File: src/rtl/control_id_sequencer_pkg.sv
// Shared constants, state encoding and ID classification for the ID sequencer
// and its neighbours in the front end.
package control_id_sequencer_pkg;

    localparam int ID_WIDTH = 7;

    typedef logic [ID_WIDTH-1:0] id_t;

    localparam id_t RESET_ID  = 7'd100;
    localparam id_t BUBBLE_ID = 7'd0;
    localparam id_t HALT_ID   = 7'd75;
    localparam id_t SWI_ID    = 7'd72;
    localparam id_t RETURN_ID = 7'd74;

    localparam id_t MEM_RANGE_LO = 7'd40;
    localparam id_t MEM_RANGE_HI = 7'd55;
    localparam id_t MEM_EXTRA_A  = 7'd67;
    localparam id_t MEM_EXTRA_B  = 7'd68;

    typedef enum logic [1:0] {
        ST_RST      = 2'd0,
        ST_RUN      = 2'd1,
        ST_MEM_WAIT = 2'd2,
        ST_HALT     = 2'd3
    } seq_state_e;

    function automatic logic is_memory_id(input id_t id);
        return ((id >= MEM_RANGE_LO) && (id <= MEM_RANGE_HI)) ||
               (id == MEM_EXTRA_A) || (id == MEM_EXTRA_B);
    endfunction

endpackage

File: src/rtl/control_reset_timer.sv
// Counts RESET_CYCLES clock edges after reset release, then holds reset_done_o
// high until the next reset.
module control_reset_timer #(
    parameter int RESET_CYCLES = 2
) (
    input  logic clk_i,
    input  logic rst_ni,
    output logic reset_done_o
);

    localparam int CW = $clog2(RESET_CYCLES + 1);
    localparam logic [CW-1:0] LIMIT = CW'(RESET_CYCLES);

    logic [CW-1:0] cnt_q;
    logic [CW-1:0] cnt_d;

    always_comb begin
        cnt_d = cnt_q;
        if (cnt_q != LIMIT) begin
            cnt_d = cnt_q + CW'(1);
        end
    end

    always_ff @(posedge clk_i or negedge rst_ni) begin
        if (!rst_ni) begin
            cnt_q <= '0;
        end else begin
            cnt_q <= cnt_d;
        end
    end

    assign reset_done_o = (cnt_q == LIMIT);

endmodule

File: src/rtl/control_id_sequencer.sv
// Issue stage in front of ControlCore: registers the instruction ID, plays the
// reset ID sequence, inserts bubbles, stalls on memory, halts, and owns MODE.
module control_id_sequencer
    import control_id_sequencer_pkg::*;
#(
    parameter int RESET_CYCLES = 2,
    parameter int COUNT_WIDTH  = 32
) (
    input  logic                   clock,
    input  logic                   reset,
    input  logic [ID_WIDTH-1:0]    decoded_id,
    input  logic                   decoded_valid,
    output logic                   fetch_ready,
    input  logic                   flush,
    input  logic                   mem_ready,
    input  logic                   resume,
    output logic [ID_WIDTH-1:0]    ID,
    output logic                   id_valid,
    output logic                   MODE,
    output logic                   halted,
    output logic [COUNT_WIDTH-1:0] issued_count
);

    seq_state_e             state_q, state_d;
    id_t                    id_q, id_d;
    logic                   id_valid_q, id_valid_d;
    logic                   mode_q, mode_d;
    logic [COUNT_WIDTH-1:0] count_q, count_d;
    logic                   pending_flush_q, pending_flush_d;
    logic                   reset_done;
    logic                   accept;

    control_reset_timer #(
        .RESET_CYCLES (RESET_CYCLES)
    ) u_reset_timer (
        .clk_i        (clock),
        .rst_ni       (reset),
        .reset_done_o (reset_done)
    );

    // A flush remembered from MEM_WAIT blocks the first RUN cycle just like a live flush.
    assign fetch_ready = (state_q == ST_RUN) && !flush && !pending_flush_q;
    assign accept      = decoded_valid && fetch_ready;

    always_comb begin
        state_d         = state_q;
        id_d            = id_q;
        id_valid_d      = id_valid_q;
        mode_d          = mode_q;
        count_d         = count_q;
        pending_flush_d = pending_flush_q;

        // SWI raises MODE one cycle after it is registered so ControlCore sees the old mode first.
        if (id_valid_q && (id_q == SWI_ID)) begin
            mode_d = 1'b1;
        end

        unique case (state_q)
            ST_RST: begin
                id_d       = RESET_ID;
                id_valid_d = 1'b0;
                if (reset_done) begin
                    id_d    = BUBBLE_ID;
                    state_d = ST_RUN;
                end
            end
            ST_RUN: begin
                pending_flush_d = 1'b0;
                if (accept) begin
                    id_d       = decoded_id;
                    id_valid_d = 1'b1;
                    count_d    = count_q + COUNT_WIDTH'(1);
                    if (decoded_id == RETURN_ID) begin
                        mode_d = 1'b0;
                    end
                    if (is_memory_id(decoded_id)) begin
                        state_d = ST_MEM_WAIT;
                    end else if (decoded_id == HALT_ID) begin
                        state_d = ST_HALT;
                    end
                end else begin
                    id_d       = BUBBLE_ID;
                    id_valid_d = 1'b0;
                end
            end
            ST_MEM_WAIT: begin
                if (flush) begin
                    pending_flush_d = 1'b1;
                end
                if (mem_ready) begin
                    id_d       = BUBBLE_ID;
                    id_valid_d = 1'b0;
                    state_d    = ST_RUN;
                end
            end
            ST_HALT: begin
                id_d       = HALT_ID;
                id_valid_d = 1'b0;
                if (resume) begin
                    id_d    = BUBBLE_ID;
                    state_d = ST_RUN;
                end
            end
            default: begin
                state_d = ST_RST;
            end
        endcase
    end

    always_ff @(posedge clock or negedge reset) begin
        if (!reset) begin
            state_q         <= ST_RST;
            id_q            <= RESET_ID;
            id_valid_q      <= 1'b0;
            mode_q          <= 1'b1;
            count_q         <= '0;
            pending_flush_q <= 1'b0;
        end else begin
            state_q         <= state_d;
            id_q            <= id_d;
            id_valid_q      <= id_valid_d;
            mode_q          <= mode_d;
            count_q         <= count_d;
            pending_flush_q <= pending_flush_d;
        end
    end

    assign ID           = id_q;
    assign id_valid     = id_valid_q;
    assign MODE         = mode_q;
    assign halted       = (state_q == ST_HALT);
    assign issued_count = count_q;

endmodule
File: config.mk
export PLATFORM = sky130hd
export DESIGN_NAME = control_id_sequencer
export DESIGN_NICKNAME = d
export VERILOG_FILES = /design/src/rtl/control_id_sequencer_pkg.sv /design/src/rtl/control_reset_timer.sv /design/src/rtl/control_id_sequencer.sv
export SDC_FILE = /design/constraint.sdc
export NUM_CORES = 1
export LEC_CHECK = 0
export BUFFER_PORTS_ARGS = -buffer_cell sky130_fd_sc_hd__buf_4
export CAP_MARGIN = 20
export CORE_UTILIZATION = 40
export CTS_CLUSTER_DIAMETER = 200
export CTS_CLUSTER_SIZE = 16
export DETAILED_ROUTE_END_ITERATION = 10
export PLACE_DENSITY = 0.61
export RECOVER_POWER = 50
export SLEW_MARGIN = 20
export SYNTH_ARGS = -nofsm -noshare
export SYNTH_HDL_FRONTEND = slang
export SYNTH_HIERARCHICAL = 1
export SYNTH_SLANG_ARGS = --single-unit
File: constraint.sdc
create_clock -name clock -period 4.15 [get_ports clock]
set_input_delay 0.83 -clock clock [delete_from_list [all_inputs] [get_ports clock]]
set_output_delay 0.83 -clock clock [all_outputs]
set_load 0.05 [all_outputs]
## Yosys cells after proc, flatten, opt, wreduce, memory -nomap -nowiden

Index checks and enable logic that the tools add are counted.

| word-level totals | value |
|---|---|
| logic and storage cells | 63 |
| output and inout bits | 43 |
| ROM bits | 0 |
| register bits after elaboration | 46 |
| bits in writable memories | 0 |
| input port bits | 13 |
| bits in latches | 0 |
| memories kept | 0 |

| operators by class | value |
|---|---|
| reductions and logical operators | 15 |
| add/sub/neg operators | 2 |
| multiplexer cells | 21 |
| shifts and indexed selects | 0 |
| magnitude comparators | 2 |
| div/mod/pow operators | 0 |
| equal/unequal tests | 16 |
| bitwise gates (word level) | 0 |
| multipliers | 0 |

Operators with widths:

| cell | number |
|---|---|
| equality test 7 bit (second input constant) | 5 |
| adder 32 x 1 -> 32 bit (second input constant) | 1 |
| 2-to-1 mux 7 bit | 4 |
| case mux 7 bit (4 select lines) | 1 |
| 2-to-1 mux 2 bit | 6 |
| inequality test 2 bit (second input constant) | 6 |
| case mux 2 bit (4 select lines) | 1 |
| >= comparator 7 x 6 -> 1 bit (second input constant) | 1 |
| <= comparator 7 x 6 -> 1 bit (second input constant) | 1 |
| 2-to-1 mux 1 bit | 7 |
| equality test 2 bit (second input constant) | 3 |
| logical AND 1 bit | 5 |
| AND reduction 5 bit | 1 |
| AND reduction 2 bit | 2 |
| inequality test 3 x 1 -> 1 bit (second input constant) | 1 |
| case mux 1 bit (3 select lines) | 1 |
| adder 2 x 1 -> 2 bit (second input constant) | 1 |
| equality test 2 x 1 -> 1 bit (second input constant) | 1 |
| logical NOT 1 bit | 2 |
| logical NOT 2 bit | 1 |
| logical OR 1 bit | 2 |
| case mux 1 bit (2 select lines) | 1 |
| nonzero test 2 bit | 1 |
| OR reduction 2 bit | 1 |

## Depth between registers and ports, before layout

Gate-level depths: netlist (run 1).

| logic depth | value |
|---|---|
| depth after elaboration | 7 |
| depth in mapped cells | 7 |
| gate-level depth less buffers | 5 |

## Hierarchy

The synthesis (run 1) kept the hierarchy.

Modules (own cells, without submodules):

| module | cells an instance | area each (um^2) | instances | seq. area each (um^2) |
|---|---|---|---|---|
| control_id_sequencer | 186 | 2074.5 | 1 | 1106.1 |
| control_reset_timer | 8 | 96.3 | 1 | 50.0 |

## Worst setup path before layout (run 1)

Ideal clock, no wire load.

| timing | value |
|---|---|
| path type | input to register |
| from | input flush |
| to | register count_q[12], in the netlist issued_count[12] |
| data required time | 4.008 ns |
| library setup time | 0.142 ns |
| arrival | 2.300 ns |
| stages | 7 |
| slack | 1.708 ns |
| path buffers | 2 |
| cell sequence | or4b_4 > inv_2 > and3_1 > buf_6 > buf_6 > nand4_1 > xnor2_1 |

| on the way | value |
|---|---|
| word-level cells in the longest chain between the ends | 5 |

RTL lines:

| item | line | text |
|---|---|---|
| from (decl) | control_id_sequencer.sv:14 | `input logic flush,` |
| logical NOT 1 bit | control_id_sequencer.sv:42 | `assign fetch_ready = (state_q == ST_RUN) && !flush && !pending_flush_q;` |
| logical AND 1 bit (2 in series) | control_id_sequencer.sv:42 |  |
| via fetch_ready | control_id_sequencer.sv:13 | `output logic fetch_ready,` |
| logical AND 1 bit | control_id_sequencer.sv:43 | `assign accept = decoded_valid && fetch_ready;` |
| AND reduction 2 bit (no line) | n/a |  |
| to (signal assigned) | control_id_sequencer.sv:123 | `count_q <= count_d;` |
| to (decl) | control_id_sequencer.sv:28 | `logic [COUNT_WIDTH-1:0] count_q, count_d;` |

The timed path passes the listed nets, and every way through them passes these cells.
A chain may end at the register's enable or synchronous reset.

## Final worst setup path (run 1)

| timing | value |
|---|---|
| from | input flush |
| to | output fetch_ready |

| on the way | value |
|---|---|
| word-level cells in the longest chain between the ends | 3 |

RTL lines:

| item | line |
|---|---|
| logical NOT 1 bit | control_id_sequencer.sv:42 |
| logical AND 1 bit (2 in series) | control_id_sequencer.sv:42 |
| to (decl) | control_id_sequencer.sv:13 |

Every way passes these cells.

==> results.py, run 1 <==
metrics = {
    "clock_tree": {
        "clk_pin_slew_ns": 0.09,
        "h-tree-depth": 2,
        "clock-sinks": 46,
        "post_cts_buffers": 0,
        "cts_buffers": 5,
        "hold_buffers": 0,
        "clock_latency_ns": 0.30,
        "cts_tree": "yes",
        "clk_path_buf_depth": 2,
        "cts_resized": 0,
        "cts_root_buffer": "clkbuf_8",
    },
    "synth": {
        "yosys_warnings": 6,
        "ys_seq_elements": 46,
        "syn_inst": 194,
        "synth_area_per_cell_um2": 11.19,
        "synth_edf_count": 0,
        "ys_async_sr_fraction": 1.000,
        "syn-num-nets": 210,
        "synth_ff_type": "dfrtp_1",
        "ys_seq_area_frac": 0.5326,
        "ys_types": 39,
        "synthTopCellsByArea": "dfrtp_1, xnor2_1, nand4_1",
        "synth_top_area_cell": "dfrtp_1",
        "syn-cell-area_mm2": 0.002171,
        "synth_top_area_frac": 0.4841,
    },
    "die": {
        "die_w_um": 75.67,
        "core_area_mm2": 0.005172,
        "dieArea_mm2": 0.005726,
        "initial_core_util": 0.4197,
        "num_io_pins": 56,
        "rows": 26,
        "die_h_um": 75.67,
    },
    "timing": {
        "layout_min_cycle_time_ns": 2.751,
        "setup_viol": 0,
        "tns_ns": 0,
        "max_freq_mhz": 363.5,
        "maxSlewHeadroom": -0.5979,
        "rsz0062_at_grt": "no",
        "post-route-period-util": 0.6628,
        "fin_skew_ns": 0.008447,
        "worst_slew_pin_slew_ns": 2.397,
        "finalMaxSlewViolations": 47,
        "final-hold-violation-count": 0,
    },
    "final_layout": {
        "num_antenna_cells": 0,
        "final_nets": 267,
        "utilization": 0.5126,
        "drive_gt1_frac": 0.2222,
        "syn2layout_area_growth_pct": 22.13,
        "finalNonFillerCells": 322,
        "final_area_mm2": 0.002651,
    },
    "place": {
        "portBuffers": 55,
        "dp_hpwl_mm": 3.289,
        "gp_congestion": 0.8076,
        "dpl_cell_area_mm2": 0.002628,
        "post-place-cells": 314,
    },
    "critical_path": {
        "required_ns": 3.32,
        "max_stage_delay_ns": 0.65,
        "slowest_stage": "or4b_1",
        "crit_chain": "clkbuf_1, or4b_1, inv_1, buf_4",
        "rr_endpoint": "issued_count[12]",
        "crit_buf_inv": 3,
        "cp-start-kind": "input pin",
        "crit_family": "simple AND/OR/NAND/NOR gates",
        "cp_max_fo": 5,
        "r2r_cells": 5,
        "worstPathArrival_ns": 1.92,
        "rrSetupSlack_ns": 1.87,
        "critPathKind": "input pin to primary output",
        "timing.rr.start": "state_q[1]",
        "endpoint_kind": "primary output",
    },
    "run": {
        "maxCapViolCount": 1,
    },
    "global_routing": {
        "grt_pass1_wl_mm": 7.590,
        "grt.total_usage": 0.1775,
        "grt_pass1_vias": 1632,
        "grt_max_degree": 47,
        "antenna_found_initial": 0,
        "globalRouteOverflowTotal": 0,
    },
    "routing": {
        "vias": 1639,
        "drcViolationCount": 0,
        "detail_route.wl_per_cell_um": 14.11,
        "vias_per_cell": 5.090,
        "drt-total-wl_mm": 4.544,
        "drt_first_pass_iters": 4,
        "ant_nets": 0,
        "drt_iter0_drc": 119,
    },
    "worst_hold_path": {
        "hold_path_end": "issued_count[31]",
        "worstHoldStart": "issued_count[31]",
        "hold_depth": 1,
        "hold_class": "register to register",
    },
    "power_and_ir_drop": {
        "p_leak_nw": 1.183,
        "peakVddDrop_mv": 0.2426,
        "power-per-cell-area_mw_per_mm2": 381.5,
    },
    "run_status": {
        "status": "finished, violations left",
        "violations": "capacitance limit, slew limit",
    },
}
-- cell families after synthesis --
group / synth area share
adders and majority gates: 0.01729
AOI/OAI and AO/OA: 0.05130
DFF: 0.5326
xor gates and xnor gates: 0.1331
and+or+nand+nor: 0.2300
buffers and inverters: 0.03573
-- flip-flops by register name, indices dropped and copies added, names as in the netlist --
register	cells
pending_flush_q	1
id_valid	1
state_q	2
u_reset_timer/cnt_q	2
ID	7
issued_count	32
MODE	1
-- layout make-up --
type | instances | area (um2)
clock inverter | 1 | 5.005
inverter | 9 | 33.78
fill | 499 | 2521
sequential | 46 | 1156
clock buffer | 7 | 86.33
timing repair buffer | 55 | 349.1
multi-input combinational | 134 | 933.4
tap | 70 | 87.58
-- per-layer routing --
metal / vias up / GRT usage / wire, um
met5: - / 0 / 0
met4: 0 / 0.04938 / 44
met3: 5 / 0.04233 / 227
met2: 44 / 0.2946 / 2169
met1: 789 / 0.2327 / 2103
li1: 801 / - / -
-- cells in the final DEF (no fill, tap or decap), drive strengths merged, types with 2 or more instances in the layout --
cell,count
and3,5
buf,38
clkbuf,24
xor2,2
nor3b,2
nor4,4
o21ai,5
nor2,7
nand3b,2
and2,3
or3b,2
a21oi,3
nand2,16
dfrtp,42
xnor2,31
nand4,18
nand3,10
ha,3
nor3,2
a221o,4
inv,9
and4,4
dfstp,4
-- synthesized netlist by cell type (2+ instances only) --
cell	instances
dfrtp_1	42
xnor2_1	31
nand4_1	18
nand2_1	16
nand3_1	10
inv_1	8
nor2_1	7
and3_1	5
o21ai_0	5
a221o_1	4
and4_1	4
dfstp_2	4
a21oi_1	3
buf_6	3
ha_1	3
nor4_1	3
buf_2	2
nand3b_1	2
nor3_1	2
or3b_2	2
xor2_1	2
-- worst max path at each step --
stage | from | cells after the start | end
finish | flush | 4 | fetch_ready
detailed placement | flush | 6 | issued_count[20]
global placement | flush | 6 | issued_count[30]
global route | reset | 1 | u_reset_timer/cnt_q[0]
CTS | flush | 4 | fetch_ready
floorplan | flush | 7 | issued_count[12]
-- where the power goes --
group          leakage, nW  internal, mW  switching [mW]
Clock               0.0482         0.135           0.145
Sequential           0.602         0.479          0.0355
Combinational        0.533        0.0625           0.156
Total                 1.18         0.676           0.336
-- stage by stage --
step                power, mW  setup slack, ns  hold slack [ns]
floorplan              0.6716            1.708           0.4465
global placement       0.7509            1.521           0.4634
detailed placement     0.7528            1.499           0.4679
CTS                     1.034            1.517           0.4797
global route            1.065            1.002           0.5055
finish                  1.011            1.399           0.4740
(Power assumes the default switching activity.)
==> inputs of run 2 (changes only) <==
- ABC_AREA: not set -> 1
- PLACE_DENSITY: 0.61 -> 0.59
- clock period: 4.15 -> 2.7 ns (I/O delays scaled with it)
==> run 2 against run 1 <==
Effect of this change:
- the run now ends clean
- sequential share of layout area shrank 9.0 points
- clock skew is 0.0048 ns higher
- sequential power up 70%
- first-iteration DRC count shrank 36%
- register-to-register slack got worse by 1.1 ns
- sequential cell count unchanged
- clock power up 86%
- setup slack lost 0.66 ns
- power grew 110%
- largest power group unchanged
==> results.py, run 2 <==
metrics = {
    "critical_path": {
        "timing.rr.start": "state_q[1]",
        "cp_max_fo": 20,
        "critPathKind": "register to register",
        "required_ns": 2.89,
        "rrSetupSlack_ns": 0.74,
        "cp-start-kind": "register",
        "endpoint_kind": "register",
        "cp-startpoint": "state_q[1]",
        "worstPathArrival_ns": 2.16,
    },
    "power_and_ir_drop": {
        "p_sw_uw": 907.3,
        "power-per-cell-area_mw_per_mm2": 640.3,
        "p_int_mw": 1.232,
        "total_power_mw": 2.139,
        "power_frac_clock": 0.243,
        "switching_share": 0.4242,
        "combPwrFrac": 0.348,
        "p_leak_nw": 1.604,
        "peakVddDrop_mv": 0.3250,
        "pwr-share-seq": 0.409,
    },
    "global_routing": {
        "grt_pass1_wl_mm": 11.15,
        "grt_pass1_vias": 2526,
        "antenna_found_initial": 0,
        "globalRouteOverflowTotal": 0,
        "grt.total_usage": 0.1939,
        "grt_max_degree": 47,
    },
    "clock_tree": {
        "cts_resized": 0,
        "post_cts_buffers": 0,
        "h-tree-depth": 2,
        "cts_tree": "yes",
        "clock-sinks": 46,
        "hold_buffers": 0,
        "cts_buffers": 5,
        "clock_latency_ns": 0.31,
        "cts_root_buffer": "clkbuf_8",
        "clk_pin_slew_ns": 0.09,
        "clk_path_buf_depth": 2,
    },
    "routing": {
        "detail_route.wl_per_cell_um": 12.02,
        "vias": 2608,
        "drt-total-wl_mm": 6.671,
        "drcViolationCount": 0,
        "drt_first_pass_iters": 4,
        "ant_nets": 0,
        "drt_iter0_drc": 76,
        "vias_per_cell": 4.699,
    },
    "timing": {
        "post-route-period-util": 0.7277,
        "timing.hold.ws_ns": 0.4464,
        "tns_ns": 0,
        "setup_viol": 0,
        "worst_slew_pin_slew_ns": 1.146,
        "finalMaxSlewViolations": 0,
        "max_freq_mhz": 509.0,
        "maxSlewHeadroom": 0.2361,
        "rsz0062_at_grt": "no",
        "final-hold-violation-count": 0,
        "fin_skew_ns": 0.01323,
        "layout_min_cycle_time_ns": 1.965,
    },
    "synth": {
        "synth_ff_type": "dfrtp_1",
        "synthTopCellsByArea": "dfrtp_1, nand2_1, nor2_1",
        "synth_common_cells": "nand2_1, nor2_1, dfrtp_1, inv_1, nand3_1",
        "ys_seq_area_frac": 0.4123,
        "synth_top_area_frac": 0.3748,
        "synth_area_per_cell_um2": 7.010,
        "synth_top_area_cell": "dfrtp_1",
        "yosys_warnings": 6,
        "ys_seq_elements": 46,
        "syn-num-nets": 416,
        "syn-cell-area_mm2": 0.002804,
        "ys_async_sr_fraction": 1.000,
        "syn_inst": 400,
        "synth.most_common_cell": "nand2_1",
        "ys_types": 27,
        "synth_edf_count": 0,
    },
    "final_layout": {
        "utilization": 0.4917,
        "num_antenna_cells": 0,
        "final_nets": 474,
        "fill_cells": 715,
        "drive_gt1_frac": 0.1569,
        "final_cell_mix": "nand2_1, nor2_1, buf_4",
        "syn2layout_area_growth_pct": 19.14,
        "layout_commonest_cell": "nand2_1",
        "largest_register_ffs": 32,
    },
    "place": {
        "gp_congestion": 0.8103,
        "portBuffers": 55,
        "dp_hpwl_mm": 5.109,
    },
    "die": {
        "dieArea_mm2": 0.007349,
        "num_io_pins": 56,
        "rows": 30,
        "die_w_um": 85.73,
        "initial_core_util": 0.4127,
        "core_area_mm2": 0.006794,
        "die_h_um": 85.73,
    },
    "worst_hold_path": {
        "hold_class": "input pin to asynchronous set/reset pin",
    },
    "run_status": {
        "status": "finished, final reports clean",
    },
    "run": {
        "maxCapViolCount": 0,
    },
}
[run 2: cell count changes in the layout (fill, tap and decap cells not counted), sizes merged, moves of 5 or more]
cell | before | now
nand2 | 16 | 174
nor2 | 7 | 70
inv | 9 | 36
xnor2 | 31 | 7
nand4 | 18 | 3
nand3b | 2 | 12
clkbuf | 24 | 17
xor2 | 2 | 9
buf | 38 | 44
and3 | 5 | 0
o221ai | 0 | 5
[run 2: routing by layer]
metal  part of all wire  GRT usage
met4              0.016    0.06667
met5                  0          0
met1               0.47     0.2311
met2               0.48     0.3491
met3              0.036    0.03754
[run 2: logic make-up after synthesis]
logic type | Yosys count | synth area share
buffers and inverters | 41 | 0.05979
and+or+nand+nor | 275 | 0.4199
adders and majority gates | 3 | 0.01339
DFF | 46 | 0.4123
AOI/OAI and AO/OA | 19 | 0.04462
xor gates and xnor gates | 16 | 0.04998
[run 2: cell type report]
class | count | area, um2 | area share
Clock inverter | 3 | 40.04 | 0.01199
Clock buffer | 5 | 68.82 | 0.02060
Sequential cell | 46 | 1156 | 0.3461
Tap cell | 96 | 120.1 | 0.03596
Inverter | 36 | 135.1 | 0.04045
Multi-Input combinational cell | 313 | 1444 | 0.4322
Timing Repair Buffer | 56 | 376.6 | 0.1127
[run 2: metrics by stage]
step | worst slack [ns] | std cells | cell area [um2]
after floorplan | 0.7123 | 400 | 2804
after global placement | 0.8164 | 547 | 3312
after detailed placement | 0.7816 | 547 | 3312
after CTS | 0.9037 | 555 | 3421
after global routing | 0.5612 | 555 | 3341
final | 0.7352 | 555 | 3341
[run 2: power groups by stage]
stage	sequential, mW	combinational [mW]	clock [mW]
global route	0.888	0.807	0.550
detailed placement	0.894	0.803	0
floorplan	1.14	0.317	0
finish	0.876	0.744	0.519
global placement	0.892	0.797	0
CTS	0.882	0.805	0.528
[run 2: critical path: stages, from the launching register on]
cell      delay (ns)
dfrtp_1         0.45
nor2_1          0.33
nand3_4         0.27
clkbuf_1        0.46
nand2_1         0.16
nand3_1         0.09
nand2_1         0.06
nand2_1         0.04
[run 2: path summary, 6_finish.rpt]
path / endpoint / cells past startpoint
max: state_q[1] / 7
min reg2reg: u_reset_timer/cnt_q[0] / 2
max in group asynchronous: issued_count[19] / 1
max reg2reg: state_q[1] / 7
min in group clock: u_reset_timer/cnt_q[0] / 2
min: issued_count[8] / 1
